File: config.mk
export PLATFORM = sky130hd
export DESIGN_NAME = mc_ctrl_flat
export DESIGN_NICKNAME = d
export VERILOG_FILES = /design/src/rtl/mc_ctrl_if.sv /design/src/rtl/mc_ctrl.sv /design/src/flat_wrapper.sv
export SDC_FILE = /design/constraint.sdc
export NUM_CORES = 1
export LEC_CHECK = 0
export BUFFER_PORTS_ARGS = -buffer_cell sky130_fd_sc_hd__buf_2
export CAP_MARGIN = 20
export CELL_PAD_IN_SITES_DETAIL_PLACEMENT = 1
export CELL_PAD_IN_SITES_GLOBAL_PLACEMENT = 1
export CORE_MARGIN = 2
export CORE_UTILIZATION = 31
export DETAILED_ROUTE_END_ITERATION = 12
export PLACE_DENSITY = 0.82
export SLEW_MARGIN = 20
export SYNTH_ARGS = -nofsm -noshare
export SYNTH_HDL_FRONTEND = slang
export SYNTH_SLANG_ARGS = --single-unit
File: constraint.sdc
create_clock -name clk_i -period 2.46 [get_ports clk_i]
set_clock_uncertainty 0.1 [all_clocks]
set_input_delay 0.246 -clock clk_i [delete_from_list [all_inputs] [get_ports clk_i]]
set_output_delay 0.246 -clock clk_i [all_outputs]
set_load 0.02 [all_outputs]
File: src/rtl/mc_ctrl_if.sv
// Control bus between the multi-cycle MIPS control unit and its datapath.
// master : control unit side (takes opcode/mem_ready, drives every select and enable)
// slave  : datapath side
//   opcode_i      IR[31:26]
//   mem_ready_i   memory completes the current access this cycle
//   mem_req_o .. illegal_o  datapath mux selects, write enables and status pulses
//   state_o       current FSM state, for debug
interface mc_ctrl_if #(
    parameter int unsigned ST_W = 4
);
    localparam int unsigned OP_W  = 6;
    localparam int unsigned SEL_W = 2;

    logic [OP_W-1:0]  opcode_i;
    logic             mem_ready_i;
    logic             mem_req_o;
    logic             IorD_o;
    logic             MemRead_o;
    logic             MemWrite_o;
    logic             IRWrite_o;
    logic             PCWrite_o;
    logic             PCWriteCond_o;
    logic [SEL_W-1:0] PCSource_o;
    logic             ALUSrcA_o;
    logic [SEL_W-1:0] ALUSrcB_o;
    logic [SEL_W-1:0] ALUOp_o;
    logic [SEL_W-1:0] EXTOp_o;
    logic [SEL_W-1:0] RegDst_o;
    logic [SEL_W-1:0] MemtoReg_o;
    logic             RegWrite_o;
    logic             instr_done_o;
    logic             illegal_o;
    logic [ST_W-1:0]  state_o;

    modport master (
        input  opcode_i, mem_ready_i,
        output mem_req_o, IorD_o, MemRead_o, MemWrite_o, IRWrite_o, PCWrite_o,
               PCWriteCond_o, PCSource_o, ALUSrcA_o, ALUSrcB_o, ALUOp_o, EXTOp_o,
               RegDst_o, MemtoReg_o, RegWrite_o, instr_done_o, illegal_o, state_o
    );

    modport slave (
        output opcode_i, mem_ready_i,
        input  mem_req_o, IorD_o, MemRead_o, MemWrite_o, IRWrite_o, PCWrite_o,
               PCWriteCond_o, PCSource_o, ALUSrcA_o, ALUSrcB_o, ALUOp_o, EXTOp_o,
               RegDst_o, MemtoReg_o, RegWrite_o, instr_done_o, illegal_o, state_o
    );
endinterface

File: src/rtl/mc_ctrl.sv
// Multi-cycle MIPS control unit: Moore FSM sequencing ALU, unified memory port,
// IR, PC and register file over 3-5 cycles per instruction, with wait states
// on FETCH/MEMRD/MEMWR until the memory reports ready.
//   clk_i    system clock, rising edge
//   rst_n_i  asynchronous active-low reset (returns to IDLE, all outputs 0)
//   bus      control bus (master side), see mc_ctrl_if
module mc_ctrl #(
    parameter int unsigned ST_W = 4
) (
    input  logic       clk_i,
    input  logic       rst_n_i,
    mc_ctrl_if.master  bus
);
    localparam int unsigned ENC_W = 4;
    localparam int unsigned OP_W  = 6;
    localparam int unsigned SEL_W = 2;

    localparam logic [OP_W-1:0] OP_RTYPE = 6'b000000;
    localparam logic [OP_W-1:0] OP_ORI   = 6'b001101;
    localparam logic [OP_W-1:0] OP_LW    = 6'b100011;
    localparam logic [OP_W-1:0] OP_SW    = 6'b101011;
    localparam logic [OP_W-1:0] OP_BEQ   = 6'b000100;
    localparam logic [OP_W-1:0] OP_J     = 6'b000010;
    localparam logic [OP_W-1:0] OP_JAL   = 6'b000011;

    typedef enum logic [ENC_W-1:0] {
        S_IDLE   = 4'd0,
        S_FETCH  = 4'd1,
        S_DECODE = 4'd2,
        S_MEMADR = 4'd3,
        S_MEMRD  = 4'd4,
        S_MEMWB  = 4'd5,
        S_MEMWR  = 4'd6,
        S_EXEC   = 4'd7,
        S_RWB    = 4'd8,
        S_ORIEX  = 4'd9,
        S_ORIWB  = 4'd10,
        S_BRANCH = 4'd11,
        S_JUMP   = 4'd12
    } state_t;

    state_t state_q;
    state_t state_d;

    logic             mem_req;
    logic             iord;
    logic             mem_read;
    logic             mem_write;
    logic             ir_write;
    logic             pc_write;
    logic             pc_write_cond;
    logic [SEL_W-1:0] pc_source;
    logic             alu_src_a;
    logic [SEL_W-1:0] alu_src_b;
    logic [SEL_W-1:0] alu_op;
    logic [SEL_W-1:0] ext_op;
    logic [SEL_W-1:0] reg_dst;
    logic [SEL_W-1:0] mem_to_reg;
    logic             reg_write;
    logic             instr_done;
    logic             illegal;

    // State register
    always_ff @(posedge clk_i or negedge rst_n_i) begin
        if (!rst_n_i) begin
            state_q <= S_IDLE;
        end else begin
            state_q <= state_d;
        end
    end

    // Next state and state-decoded outputs; only FETCH/MEMRD/MEMWR look at mem_ready_i
    always_comb begin
        state_d       = state_q;
        mem_req       = 1'b0;
        iord          = 1'b0;
        mem_read      = 1'b0;
        mem_write     = 1'b0;
        ir_write      = 1'b0;
        pc_write      = 1'b0;
        pc_write_cond = 1'b0;
        pc_source     = 2'b00;
        alu_src_a     = 1'b0;
        alu_src_b     = 2'b00;
        alu_op        = 2'b00;
        ext_op        = 2'b00;
        reg_dst       = 2'b00;
        mem_to_reg    = 2'b00;
        reg_write     = 1'b0;
        instr_done    = 1'b0;
        illegal       = 1'b0;

        case (state_q)
            S_IDLE: begin
                state_d = S_FETCH;
            end
            S_FETCH: begin
                // PC+4 is computed every FETCH cycle; IR and PC only load once memory is ready
                mem_req   = 1'b1;
                mem_read  = 1'b1;
                alu_src_b = 2'b01;
                ir_write  = bus.mem_ready_i;
                pc_write  = bus.mem_ready_i;
                if (bus.mem_ready_i) begin
                    state_d = S_DECODE;
                end
            end
            S_DECODE: begin
                // ALUOut <= PC + (sext(imm) << 2): branch target ready for BRANCH
                alu_src_b = 2'b11;
                ext_op    = 2'b01;
                case (bus.opcode_i)
                    OP_RTYPE:      state_d = S_EXEC;
                    OP_ORI:        state_d = S_ORIEX;
                    OP_LW, OP_SW:  state_d = S_MEMADR;
                    OP_BEQ:        state_d = S_BRANCH;
                    OP_J, OP_JAL:  state_d = S_JUMP;
                    default: begin
                        illegal = 1'b1;
                        state_d = S_FETCH;
                    end
                endcase
            end
            S_MEMADR: begin
                alu_src_a = 1'b1;
                alu_src_b = 2'b10;
                ext_op    = 2'b01;
                state_d   = (bus.opcode_i == OP_SW) ? S_MEMWR : S_MEMRD;
            end
            S_MEMRD: begin
                mem_req  = 1'b1;
                mem_read = 1'b1;
                iord     = 1'b1;
                if (bus.mem_ready_i) begin
                    state_d = S_MEMWB;
                end
            end
            S_MEMWB: begin
                reg_write  = 1'b1;
                reg_dst    = 2'b01;
                mem_to_reg = 2'b01;
                instr_done = 1'b1;
                state_d    = S_FETCH;
            end
            S_MEMWR: begin
                mem_req    = 1'b1;
                mem_write  = 1'b1;
                iord       = 1'b1;
                instr_done = bus.mem_ready_i;
                if (bus.mem_ready_i) begin
                    state_d = S_FETCH;
                end
            end
            S_EXEC: begin
                alu_src_a = 1'b1;
                alu_op    = 2'b10;
                state_d   = S_RWB;
            end
            S_RWB: begin
                reg_write  = 1'b1;
                instr_done = 1'b1;
                state_d    = S_FETCH;
            end
            S_ORIEX: begin
                alu_src_a = 1'b1;
                alu_src_b = 2'b10;
                alu_op    = 2'b11;
                state_d   = S_ORIWB;
            end
            S_ORIWB: begin
                reg_write  = 1'b1;
                reg_dst    = 2'b01;
                instr_done = 1'b1;
                state_d    = S_FETCH;
            end
            S_BRANCH: begin
                alu_src_a     = 1'b1;
                alu_op        = 2'b01;
                pc_write_cond = 1'b1;
                pc_source     = 2'b01;
                instr_done    = 1'b1;
                state_d       = S_FETCH;
            end
            S_JUMP: begin
                pc_write   = 1'b1;
                pc_source  = 2'b10;
                instr_done = 1'b1;
                // JAL links PC (already PC+4) into $31
                if (bus.opcode_i == OP_JAL) begin
                    reg_write  = 1'b1;
                    reg_dst    = 2'b10;
                    mem_to_reg = 2'b10;
                end
                state_d = S_FETCH;
            end
            default: begin
                state_d = S_IDLE;
            end
        endcase
    end

    assign bus.mem_req_o     = mem_req;
    assign bus.IorD_o        = iord;
    assign bus.MemRead_o     = mem_read;
    assign bus.MemWrite_o    = mem_write;
    assign bus.IRWrite_o     = ir_write;
    assign bus.PCWrite_o     = pc_write;
    assign bus.PCWriteCond_o = pc_write_cond;
    assign bus.PCSource_o    = pc_source;
    assign bus.ALUSrcA_o     = alu_src_a;
    assign bus.ALUSrcB_o     = alu_src_b;
    assign bus.ALUOp_o       = alu_op;
    assign bus.EXTOp_o       = ext_op;
    assign bus.RegDst_o      = reg_dst;
    assign bus.MemtoReg_o    = mem_to_reg;
    assign bus.RegWrite_o    = reg_write;
    assign bus.instr_done_o  = instr_done;
    assign bus.illegal_o     = illegal;
    assign bus.state_o       = ST_W'(state_q);

endmodule

File: src/flat_wrapper.sv
// flat-port wrapper written by rule: the top's interface ports become plain ports
module mc_ctrl_flat 
#(
    parameter int unsigned ST_W = 4
)
  (clk_i, rst_n_i, bus_opcode_i, bus_mem_ready_i, bus_mem_req_o, bus_IorD_o, bus_MemRead_o, bus_MemWrite_o, bus_IRWrite_o, bus_PCWrite_o, bus_PCWriteCond_o, bus_PCSource_o, bus_ALUSrcA_o, bus_ALUSrcB_o, bus_ALUOp_o, bus_EXTOp_o, bus_RegDst_o, bus_MemtoReg_o, bus_RegWrite_o, bus_instr_done_o, bus_illegal_o, bus_state_o);
  mc_ctrl_if #(.ST_W(ST_W)) bus_i ();
  input  logic clk_i;
  input  logic rst_n_i;
  input wire logic [$bits(bus_i.opcode_i)-1:0] bus_opcode_i;
  input wire logic [$bits(bus_i.mem_ready_i)-1:0] bus_mem_ready_i;
  output wire logic [$bits(bus_i.mem_req_o)-1:0] bus_mem_req_o;
  output wire logic [$bits(bus_i.IorD_o)-1:0] bus_IorD_o;
  output wire logic [$bits(bus_i.MemRead_o)-1:0] bus_MemRead_o;
  output wire logic [$bits(bus_i.MemWrite_o)-1:0] bus_MemWrite_o;
  output wire logic [$bits(bus_i.IRWrite_o)-1:0] bus_IRWrite_o;
  output wire logic [$bits(bus_i.PCWrite_o)-1:0] bus_PCWrite_o;
  output wire logic [$bits(bus_i.PCWriteCond_o)-1:0] bus_PCWriteCond_o;
  output wire logic [$bits(bus_i.PCSource_o)-1:0] bus_PCSource_o;
  output wire logic [$bits(bus_i.ALUSrcA_o)-1:0] bus_ALUSrcA_o;
  output wire logic [$bits(bus_i.ALUSrcB_o)-1:0] bus_ALUSrcB_o;
  output wire logic [$bits(bus_i.ALUOp_o)-1:0] bus_ALUOp_o;
  output wire logic [$bits(bus_i.EXTOp_o)-1:0] bus_EXTOp_o;
  output wire logic [$bits(bus_i.RegDst_o)-1:0] bus_RegDst_o;
  output wire logic [$bits(bus_i.MemtoReg_o)-1:0] bus_MemtoReg_o;
  output wire logic [$bits(bus_i.RegWrite_o)-1:0] bus_RegWrite_o;
  output wire logic [$bits(bus_i.instr_done_o)-1:0] bus_instr_done_o;
  output wire logic [$bits(bus_i.illegal_o)-1:0] bus_illegal_o;
  output wire logic [$bits(bus_i.state_o)-1:0] bus_state_o;
  assign bus_i.opcode_i = bus_opcode_i;
  assign bus_i.mem_ready_i = bus_mem_ready_i;
  assign bus_mem_req_o = bus_i.mem_req_o;
  assign bus_IorD_o = bus_i.IorD_o;
  assign bus_MemRead_o = bus_i.MemRead_o;
  assign bus_MemWrite_o = bus_i.MemWrite_o;
  assign bus_IRWrite_o = bus_i.IRWrite_o;
  assign bus_PCWrite_o = bus_i.PCWrite_o;
  assign bus_PCWriteCond_o = bus_i.PCWriteCond_o;
  assign bus_PCSource_o = bus_i.PCSource_o;
  assign bus_ALUSrcA_o = bus_i.ALUSrcA_o;
  assign bus_ALUSrcB_o = bus_i.ALUSrcB_o;
  assign bus_ALUOp_o = bus_i.ALUOp_o;
  assign bus_EXTOp_o = bus_i.EXTOp_o;
  assign bus_RegDst_o = bus_i.RegDst_o;
  assign bus_MemtoReg_o = bus_i.MemtoReg_o;
  assign bus_RegWrite_o = bus_i.RegWrite_o;
  assign bus_instr_done_o = bus_i.instr_done_o;
  assign bus_illegal_o = bus_i.illegal_o;
  assign bus_state_o = bus_i.state_o;
  mc_ctrl #(.ST_W(ST_W)) u_core (.clk_i(clk_i), .rst_n_i(rst_n_i), .bus(bus_i));
endmodule
; After elaboration in Yosys (flattened, before gate mapping)
; Index checks and enable logic that the tools add are counted.
; W data, S select, Z words.
[totals]
regBits = 4
in_bits = 9
out_inout_bits = 27
word_cells = 64
[classes]
eq_ne = 21
mux = 26
reduce_logical = 16
[op_table]
columns = cell, n
row1 = $pmux W4 S8, 1
row2 = $eq A4 B4 Y1 const B, 5
row3 = $pmux W4 S5, 1
row4 = $eq A4 B3 Y1 const B, 4
row5 = $reduce_or A2 Y1, 7
row6 = $eq A6 B2 Y1 const B, 2
row7 = $eq A6 B6 Y1 const B, 2
row8 = $mux W4, 3
row9 = $pmux W2 S2, 3
row10 = $pmux W2 S3, 2
row11 = $mux W1, 11
row12 = $eq A4 B2 Y1 const B, 2
row13 = $reduce_or A7 Y1, 1
row14 = $eq A6 B3 Y1 const B, 1
row15 = $eq A6 B4 Y1 const B, 1
row16 = $logic_not A6 Y1, 1
row17 = $ne A2 B2 Y1 const B, 3
row18 = $pmux W1 S2, 3
row19 = $reduce_or A3 Y1, 2
row20 = $reduce_or A6 Y1, 1
row21 = $reduce_or A5 Y1, 1
row22 = $eq A4 B1 Y1 const B, 1
row23 = $logic_not A4 Y1, 1
row24 = $mux W2, 2
row25 = 2 further kinds, 2

; Longest topological paths before layout
; Gate-level depths: netlist of run 1.
[depth]
depth_word = 4
mapped_depth = 5
ltp_nobuf = 4

; Least setup slack after synthesis of run 1
; No wires, ideal clock.
[synth_path]
path_type = reg2out
startpoint = register u_core.state_q[0] (netlist: u_core.bus.state_o[0])
endpoint = output bus_PCWrite_o
arrival_time_ps = 1708
required_time_ps = 2114
slack_ps = 406
path_stages_with_launch = 5
n_path_buf = 1
cell_sequence = dfrtp_1 > clkbuf_8 > or2b_4 > nor3_1 > or2_2
[synth_between]
elab_chain_len = 2
elab_cells_between_ends = 3
classes_between = eq/ne (2) / mux (1)
[synth_rtl]
columns = item, line
row1 = start: declaration, mc_ctrl.sv:42  ; state_t state_q;
row2 = start signal: assignment, mc_ctrl.sv:68  ; state_q <= state_d;
row3 = $eq A4 B4 Y1 / $eq A4 B1 Y1 (equally long branches), mc_ctrl.sv:93  ; case (state_q)
row4 = $pmux W1 S2 *, mc_ctrl.sv:93
row5 = end: declaration, flat_wrapper.sv:17  ; output wire logic [$bits(bus_i.PCWrite_o)-1:0] bus_PCWrite_o;
; Every way passes the cells marked *; elsewhere a longest branch is shown, timed or not.

; Final worst setup path of run 1
[layout_path]
startpoint = register u_core.state_q[2] (netlist: u_core.bus.state_o[2])
endpoint = output bus_PCWrite_o
; Same word-level chain as after synthesis.

==> reports/qor.txt, run 1 <==
Antenna diodes: 0
largest net degree at the start of global routing: 17
root buffer cell: clkbuf_4
Ports: 36
Longest Clk Path Bufs: 2
filler cell count: 295
most common library cells after synthesis: 14 x nor2_1, 6 x buf_4, 6 x inv_1, 6 x o21ai_0
most common flop cell mapped by yosys: dfrtp_1
DRC viols: 0
vias per inst: 5.25
syn avg cell area: 6.99 um2
Worst VDD drop: 364 uV
Critical Path Sink Type: primary output
met1 GRT Util: 19.7%
Fmax achieved: 495 MHz
grt met3 use: 3.03%
GR Layer Usage met2: 30.2%
Yosys reg bits: 4
RSZ-0062 raised after global routing: no
hold path startpoint: bus_opcode_i[5]
DRT antenna net count: 0
Reg-to-Reg Start: u_core.bus.state_o[2]
DR vias: 767
start point of the critical path: u_core.bus.state_o[2]
GP Congestion: 0.772
Fin. Hold Viols: 0
TritonCTS Buffers: 3
Port-buffer cells: 34
initial core utilization: 32.8%
critical path data arrival time: 1.68 ns
Leak: 0.398 nW
period utilization: 82.2%
Synth top area share: 15.6%
site row count: 16
core area: 1960 um2
top cell type by total area after synthesis: dfrtp_1
clk_lat worst skew: 0.23 ns
pwr dens: 1230 nW/um2
worst slack, placed: 0.600 ns
Post-DP HPWL: 1510 um
Final Util: 39.7%
Post-synth EDFFs: 0
final instance area: 779 um2
Synth area leaders: dfrtp_1 16%, nor2_1 8.2%, buf_4 7.0%
die area: 2450 um2
setup TNS: 0 ns
most common cell in the synthesized netlist: nor2_1
Cell variety after synth: 37
share of cells above drive strength 1: 34.5%
vias in the first global route: 736
count of final setup violators: 0
syn_nets: 101
max FFs per register: 4
Tmin final: 2.02 ns
TritonCTS sink count: 4
H-Tree Depth: 1
layer with the highest usage: met2
yosys warns: 0
Remaining Overflow, GRT: 0
Max Cap Viol: 0
Final WS setup: 0.438 ns
area grow syn2layout: 21.2%
crit-path max FO: 15
initial antenna violation count: 0
Nets: 130
Worst-Margin Slew: 0.488 ns
Async S/R FF share, synth: 100%
sequential share of the synthesized area: 15.6%
Total Routed Length: 1950 um
Syn Inst Count: 92
drt wl/cell: 13.4 um
startpoint class of the critical path: register
setup bufs post-CTS: 0
first-pass GRT wire length: 3210 um
Initial DRC Count: 9
Area after DPL: 747 um2
Hold WC Path Type: in2reg
Worst EP required: 2.11 ns
crit path kind: reg2out
CTS tree: yes
Post-Syn Area: 643 um2
outcome: completed
die height: 49.5 um
Worst slew margin: 67.2%
Reg clk slew, reported paths: 0.04 ns
gr usage total: 16.4%
Detailed Routing Iterations Pass 1: 4
overall die width: 49.5 um
Max Transition Viols Final: 0
## path summary, 6_finish.rpt
path                                         endpoint  slack, ns  cells after the start
worst max-delay path                    bus_PCWrite_o       0.44                      4
worst min-delay path            u_core.bus.state_o[3]       0.20                      2
worst max register to register  u_core.bus.state_o[3]       0.69                      3
worst min register to register  u_core.bus.state_o[2]       0.73                      3
max in group asynchronous       u_core.bus.state_o[2]       1.87                      2
min in group asynchronous       u_core.bus.state_o[0]       0.27                      2
## through the flow
step	hold WS (ns)	power (W)	cells
3_3_place_gp	-0.0506	0.000869	142
6_report	0.200	0.000958	146
4_1_cts	0.191	0.000969	146
2_1_floorplan	-0.150	0.000717	92
5_1_grt	0.208	0.00104	146
3_5_place_dp	-0.0463	0.000883	142
## kinds of logic after synthesis
| logic type | share of synthesized area (%) |
|---|---|
| simple gates | 33.5 |
| compound gates | 26.3 |
| buf+inv | 19.6 |
| flops | 15.6 |
| xor+xnor | 2.72 |
| mux | 1.75 |
| other cells | 0.583 |
## layer usage
metal / wire [um] / share of wire [%]
met5: 0 / 0
met4: 0 / 0
met3: 110 / 5.6
met2: 957 / 49
met1: 886 / 45
## critical path, stage by stage, from the launching register on
cell and delay, ns:
dfrtp_1 0.53, or2_1 0.38, nor3_1 0.23, or2_2 0.14, buf_2 0.16
## power by group
group	internal (W)	switching [W]
Combinational	0.000258	0.000441
Sequential	0.0000914	0.0000891
Clock	0.0000544	0.0000240
## cells in the final DEF (no fill, tap or decap), types with 2 or more instances in the layout
master | netlist | final
or4_1 | 2 | 2
nor3_1 | 4 | 4
nand3b_1 | 2 | 2
inv_1 | 6 | 6
nor2_1 | 14 | 14
dfrtp_1 | 4 | 4
a21oi_1 | 5 | 5
clkbuf_4 | 0 | 3
nand2_1 | 4 | 4
nand2b_1 | 5 | 5
a31oi_1 | 2 | 2
xnor2_1 | 2 | 2
buf_2 | 1 | 34
o21ai_0 | 6 | 6
nand3_1 | 4 | 4
o21a_1 | 2 | 2
## final cells by class
type	instances	area, um2	area share, %
sequential	4	100	12.8
multi-input combinational	70	417	53.5
inverter	7	26.3	3.37
tap	27	33.8	4.33
clock buffer	3	22.5	2.89
timing repair buffer	35	180	23.1
## timing repair
| action | CTS | global route |
|---|---|---|
| hold buffers | 1 | 0 |
| resized for setup | 0 | 0 |
| hold endpoints to repair | 4 | 0 |
No activity file was read; power rests on OpenSTA's default activity.
==> inputs of run 2 (changes only) <==
- CORE_UTILIZATION: 31 -> 26
- PLACE_DENSITY: 0.82 -> 0.74
- clock period: 2.46 -> 1.7 ns (I/O delays scaled with it)
==> run 2 against run 1 <==
Net effect: critical path type unchanged; sequential cell count unchanged; design area increased by 29%; largest power group unchanged; sequential share of layout area decreased by 2.5 points; count of clock-buffer cells in the layout unchanged; the flow now finishes with violations (negative setup slack); hold slack got worse by 0.089 ns; die area increased by 18%.
==> reports/qor.txt, run 2 (synthesized netlist as in run 1, its figures left out) <==
outcome: finished, violations left
failing checks: negative setup slack
switch share: 52.8% (-5.0 points)
DR vias: 847 (+10%)
CTS tree: yes
Max Cap Viol: 0 (unchanged)
layer with the highest usage: met2
Initial DRC Count: 13 (+4)
Total Routed Length: 2450 um (+25%)
switching pwr: 0.000989 W (+79%)
hold path startpoint: bus_opcode_i[5]
Clk pwr share: 6.5% (-1.7 points)
Remaining Overflow, GRT: 0 (unchanged)
sequential share of power: 11.4% (-7.4 points)
DRT antenna net count: 0 (unchanged)
initial antenna violation count: 0 (unchanged)
Tmin final: 1.73 ns
first-pass GRT wire length: 3510 um (+9.3%)
max FFs per register: 4 (unchanged)
Worst VDD drop: 799 uV (+120%)
Port-buffer cells: 34 (unchanged)
TritonCTS Buffers: 3 (unchanged)
initial core utilization: 26.7% (-6.1 points)
met1 GRT Util: 21.8% (+2.1 points)
final instance area: 1010 um2 (+29%)
Worst EP required: 1.43 ns (-0.68 ns)
GP Congestion: 0.731 (-5.2%)
core area: 2410 um2 (+23%)
commonest non-fill, non-tap cell in the layout: buf_2
gr usage total: 16.4% (+0.055 points)
setup TNS: -0.0781 ns (-0.0781 ns)
Antenna diodes: 0 (unchanged)
root buffer cell: clkbuf_4
clk_lat worst skew: 0.24 ns (about the same)
crit path kind: reg2out
Detailed Routing Iterations Pass 1: 4 (unchanged)
grt met3 use: 1.11% (-1.9 points)
Nets: 144 (+11%)
share of cells above drive strength 1: 55.6% (+21 points)
drt wl/cell: 15.0 um (+12%)
pwr dens: 1860 nW/um2 (+51%)
Fmax achieved: 577 MHz
P_int: 0.000884 W (+120%)
die area: 2890 um2 (+18%)
largest net degree at the start of global routing: 15 (-2)
die height: 53.7 um (+8.5%)
crit-path max FO: 7 (-8)
count of final setup violators: 4 (+4)
GR Layer Usage met2: 27.8% (-2.4 points)
filler cell count: 319 (+8.1%)
Post-DP HPWL: 1650 um (+9.5%)
Comb power frac: 82.1% (+9.1 points)
Leak: 0.500 nW (+26%)
Final Util: 41.7% (+2.0 points)
Layout Cells excl Fill: 163 (+12%)
Reg-to-Reg Start: u_core.bus.state_o[3]
Final WS setup: -0.0329 ns (-0.471 ns)
DRC viols: 0 (unchanged)
startpoint class of the critical path: register
period utilization: 102%
Ports: 36 (unchanged)
site row count: 18 (+2)
start point of the critical path: u_core.bus.state_o[0]
Longest Clk Path Bufs: 2 (unchanged)
RSZ-0062 raised after global routing: yes
H-Tree Depth: 1 (unchanged)
overall die width: 53.7 um (+8.5%)
Fin. Hold Viols: 0 (unchanged)
Max Transition Viols Final: 0 (unchanged)
Hold WC Path Type: in2reg
Reg clk slew, reported paths: 0.04 ns (about the same)
Area after DPL: 815 um2 (+9.0%)
critical path data arrival time: 1.46 ns (-0.22 ns)
Critical Path Sink Type: primary output
dpl cells: 151 (+6.3%)
TritonCTS sink count: 4 (unchanged)
vias in the first global route: 776 (+5.4%)
most frequent cells in the layout: 26 x buf_2, 20 x buf_4, 10 x nor2_1
area grow syn2layout: 56.4%
vias per inst: 5.20 (-1.1%)
-- run 2: cell count changes in the layout (fill, tap and decap cells not counted), sizes merged --
cell    change
buf        +13
clkbuf      +1
-- run 2: critical path, stage by stage, from the launching register on --
cell,delay [ns]
dfrtp_2,0.44
or2b_4,0.33
buf_4,0.15
a21oi_2,0.13
buf_4,0.15
-- run 2: final cells by class --
cell class	instances	area (um2)	share of cell area, %
clock buffers	3	22.5	2.24
well taps	30	37.5	3.73
multi-input cells	70	505	50.2
inverters	7	27.5	2.74
flip-flops and latches	4	104	10.3
repair buffers	49	309	30.7
-- run 2: through the flow --
| step | total power [W] | hold WS [ns] | setup slack (ns) |
|---|---|---|---|
| 2_1_floorplan | 0.00107 | -0.226 | -0.0541 |
| 3_3_place_gp | 0.00137 | -0.123 | 0.0991 |
| 3_5_place_dp | 0.00139 | -0.120 | 0.0495 |
| 4_1_cts | 0.00162 | 0.0923 | -0.0292 |
| 5_1_grt | 0.00201 | 0.144 | -0.0818 |
| 6_report | 0.00187 | 0.111 | -0.0329 |
-- run 2: power by group through the flow --
stage | sequential, W | clock [W] | combinational, W
6_report | 0.000214 | 0.000121 | 0.00154
5_1_grt | 0.000218 | 0.000126 | 0.00166
3_5_place_dp | 0.000215 | 0 | 0.00117
2_1_floorplan | 0.000213 | 0 | 0.000854
3_3_place_gp | 0.000214 | 0 | 0.00116
4_1_cts | 0.000210 | 0.000125 | 0.00128
-- run 2: worst paths after layout --
| kind | slack (ns) | depth (start not counted) | end |
|---|---|---|---|
| max reg2reg | -0.01 | 4 | u_core.bus.state_o[1] |
| max | -0.03 | 4 | bus_ALUSrcB_o[0] |
| min reg2reg | 0.61 | 2 | u_core.bus.state_o[2] |
| max in group asynchronous | 1.20 | 2 | u_core.bus.state_o[1] |
| min | 0.11 | 2 | u_core.bus.state_o[3] |
| min in group asynchronous | 0.17 | 2 | u_core.bus.state_o[0] |
-- run 2: repair_timing --
item	CTS	global route
resized for setup	12	23
hold buffers	1	0
endpoints found under the setup margin	15	14
pin swaps	0	2
buffers inserted	4	4
endpoints found under the hold margin	4	0
-- run 2: per-layer routing --
layer	routed length (um)	vias to the layer above
met5	0	-
li1	-	403
met4	19	0
met1	1080	422
met3	71	3
met2	1280	19
==> inputs of run 3 (changes only) <==
- ABC_AREA: not set -> 1
- CORE_UTILIZATION: 26 -> 23
- PLACE_DENSITY: 0.74 -> 0.73
==> run 3 against run 2 <==
Net effect: the run now ends clean; synthesized cell count rose by 17%; sequential cell count did not move; non-clock buffer count fell by 1; die area rose by 1.5%; wire length fell by 0.12%; critical path depth rose by 3; final cell count rose by 13%; combinational power fell by 14%; fmax rose by 2.3%; register-to-register slack improved by 0.31 ns; design area rose by 0.25%; global-route usage fell by 0.083 points; critical endpoint is now bus_instr_done_o.
==> reports/qor.txt, run 3 <==
crit path kind: reg2out
filler cell count: 340 (+6.6%)
XOR/XNOR Fraction of Synth Area: 0% (-2.7 points)
final instance area: 1010 um2 (+0.25%)
CTS tree: yes
period utilization: 99.6% (-2.3 points)
Worst path depth: 7 (+3)
DRT antenna net count: 0 (unchanged)
most common cell in the synthesized netlist: nand2_1
drt wl/cell: 13.2 um (-12%)
Reg2Reg Setup Slack: 0.30 ns (+0.31 ns)
Worst VDD drop: 726 uV (-9.1%)
mux share of post-synthesis cell area: 0% (-1.8 points)
die area: 2930 um2 (+1.5%)
Longest Clk Path Bufs: 2 (unchanged)
most frequent cells in the layout: 29 x nand2_1, 27 x buf_2, 20 x buf_4
Fin. Hold Viols: 0 (unchanged)
Max Transition Viols Final: 0 (unchanged)
top cell type by total area after synthesis: nand2_1
Max Cap Viol: 0 (unchanged)
Critical Path Sink Type: primary output
yosys warns: 0 (unchanged)
Remaining Overflow, GRT: 0 (unchanged)
share of cells above drive strength 1: 54.2% (-1.4 points)
most common flop cell mapped by yosys: dfrtp_1
vias in the first global route: 805 (+3.7%)
root buffer cell: clkbuf_4
Leak: 0.606 nW (+21%)
RSZ-0062 raised after global routing: yes
Simple-Gate Fraction of Synth Area: 51.1% (+18 points)
initial antenna violation count: 0 (unchanged)
adder-cell share of the synthesized area: 0% (unchanged)
Post-synth EDFFs: 0 (unchanged)
overall die width: 54.1 um (+0.74%)
H-Tree Depth: 1 (unchanged)
GP Congestion: 0.835 (+14%)
sequential share of the synthesized area: 17.3% (+1.8 points)
Detailed Routing Iterations Pass 1: 4 (unchanged)
DRC viols: 0 (unchanged)
DR vias: 853 (+0.71%)
Reg clk slew, reported paths: 0.04 ns (about the same)
FF-to-FF path depth: 9 (+5)
die height: 54.1 um (+0.74%)
Area after DPL: 801 um2 (-1.7%)
dpl cells: 171 (+13%)
first-pass GRT wire length: 3510 um (unchanged)
gr usage total: 16.3% (-0.083 points)
area grow syn2layout: 74.5%
Yosys reg bits: 4 (unchanged)
Post-DP HPWL: 1820 um (+10%)
crit-path max FO: 6 (-1)
count of final setup violators: 0 (-4)
outcome: completed
clk_lat worst skew: 0.24 ns (about the same)
max FFs per register: 4 (unchanged)
syn avg cell area: 5.35 um2 (-23%)
Antenna diodes: 0 (unchanged)
TritonCTS Buffers: 3 (unchanged)
most common library cells after synthesis: 31 x nand2_1, 19 x nor2_1, 18 x inv_1, 8 x nand3_1
TritonCTS sink count: 4 (unchanged)
initial core utilization: 23.8% (-2.9 points)
Syn Inst Count: 108 (+17%)
slowest stage delay, CP: 0.47 ns (+0.03 ns)
pwr dens: 1620 nW/um2 (-13%)
Hold WC Path Type: in2async
core area: 2430 um2 (+0.93%)
Synth Area in Compound Gates: 11.3% (-15 points)
Async S/R FF share, synth: 100% (unchanged)
Port-buffer cells: 34 (unchanged)
total power: 0.00164 W (-13%)
largest family of logic cells by synthesized area: simple AND/OR/NAND/NOR gates
Layout Cells excl Fill: 185 (+13%)
critical path data arrival time: 1.42 ns (-0.04 ns)
Worst path most repeated cell: nor2_4
commonest non-fill, non-tap cell in the layout: nand2_1
Worst EP required: 1.43 ns (about the same)
Tmin final: 1.69 ns (-0.0393 ns)
startpoint class of the critical path: register
Synth area leaders: nand2_1 20%, dfrtp_1 17%, nor2_1 12%
Total Routed Length: 2450 um (-0.12%)
largest net degree at the start of global routing: 8 (-7)
Max stage delay cell, worst path: dfrtp_2
vias per inst: 4.61 (-11%)
worst path buffer plus inverter count: 3 (+1)
Initial DRC Count: 9 (-4)
site row count: 18 (unchanged)
syn_nets: 117 (+16%)
Cell variety after synth: 20 (-46%)
cell family with most CP delay: flip-flops
Synth top area share: 20.1% (+4.6 points)
Ports: 36 (unchanged)
Nets: 166 (+15%)
Fmax achieved: 590 MHz (+2.3%)
Post-Syn Area: 578 um2 (-10%)
CP cell instances: inv_2, nor2_4, inv_4, nor2_4, a21oi_4, nand3_1, buf_4
## run 3: cell types whose count changed after synthesis, sizes merged, moves of 4 or more
cell	change
nand2	+29
inv	+15
nor2	+8
buf	-5
nand2b	-5
nand3	+4
o21ai	-4
## run 3: where the power goes
group	switching (W)	internal (W)
Sequential	0.0000631	0.000135
Clock	0.0000381	0.0000789
Combinational	0.000829	0.000491
## run 3: through the flow
stage | setup WS [ns] | TNS, ns | hold WS (ns) | util (%)
4_1_cts | -0.0110 | -0.0118 | 0.173 | 36.7
6_report | 0.00641 | 0 | 0.183 | 41.5
3_5_place_dp | 0.0933 | 0 | -0.121 | 32.9
3_3_place_gp | 0.132 | 0 | -0.124 | 32.9
5_1_grt | -0.0452 | -0.104 | 0.191 | 41.5
2_1_floorplan | -0.0482 | -0.0587 | -0.226 | -
## run 3: area by class of cell
type	instances	area, um2	share of cell area (%)
clock buffers	3	22.5	2.23
inverters	22	88.8	8.81
multi-input cells	78	460	45.7
flip-flops and latches	4	104	10.3
well taps	30	37.5	3.72
repair buffers	48	295	29.3
## run 3: timing repair
item | 4_1_cts | 5_1_grt
hold buffers | 1 | 0
setup buffers | 3 | 7
endpoints found under the hold margin | 4 | 0
resized for setup | 16 | 21
pin swaps | 2 | 6
endpoints found under the setup margin | 16 | 11
## run 3: routing by layer
layer	GRT usage [%]	wire [um]	vias up
li1	-	-	421
met1	18.4	946	401
met2	31.7	1380	27
met3	1.67	100	4
met4	4.58	22	0
met5	0	0	-
## run 3: cells by family after synthesis
logic type | count (synthesis)
AO/OA/AOI/OAI | 11
buffers and inverters | 26
flip-flops | 4
other | 1
AND/OR/NAND/NOR | 66
## run 3: worst paths after layout
check	end	from
max in group asynchronous	u_core.bus.state_o[1]	rst_n_i
hold / removal	u_core.bus.state_o[0]	rst_n_i
min in group clk_i	u_core.bus.state_o[1]	bus_mem_ready_i
setup / recovery	bus_instr_done_o	u_core.bus.state_o[2]
setup reg to reg	u_core.bus.state_o[1]	u_core.bus.state_o[2]
hold reg to reg	u_core.bus.state_o[0]	u_core.bus.state_o[0]
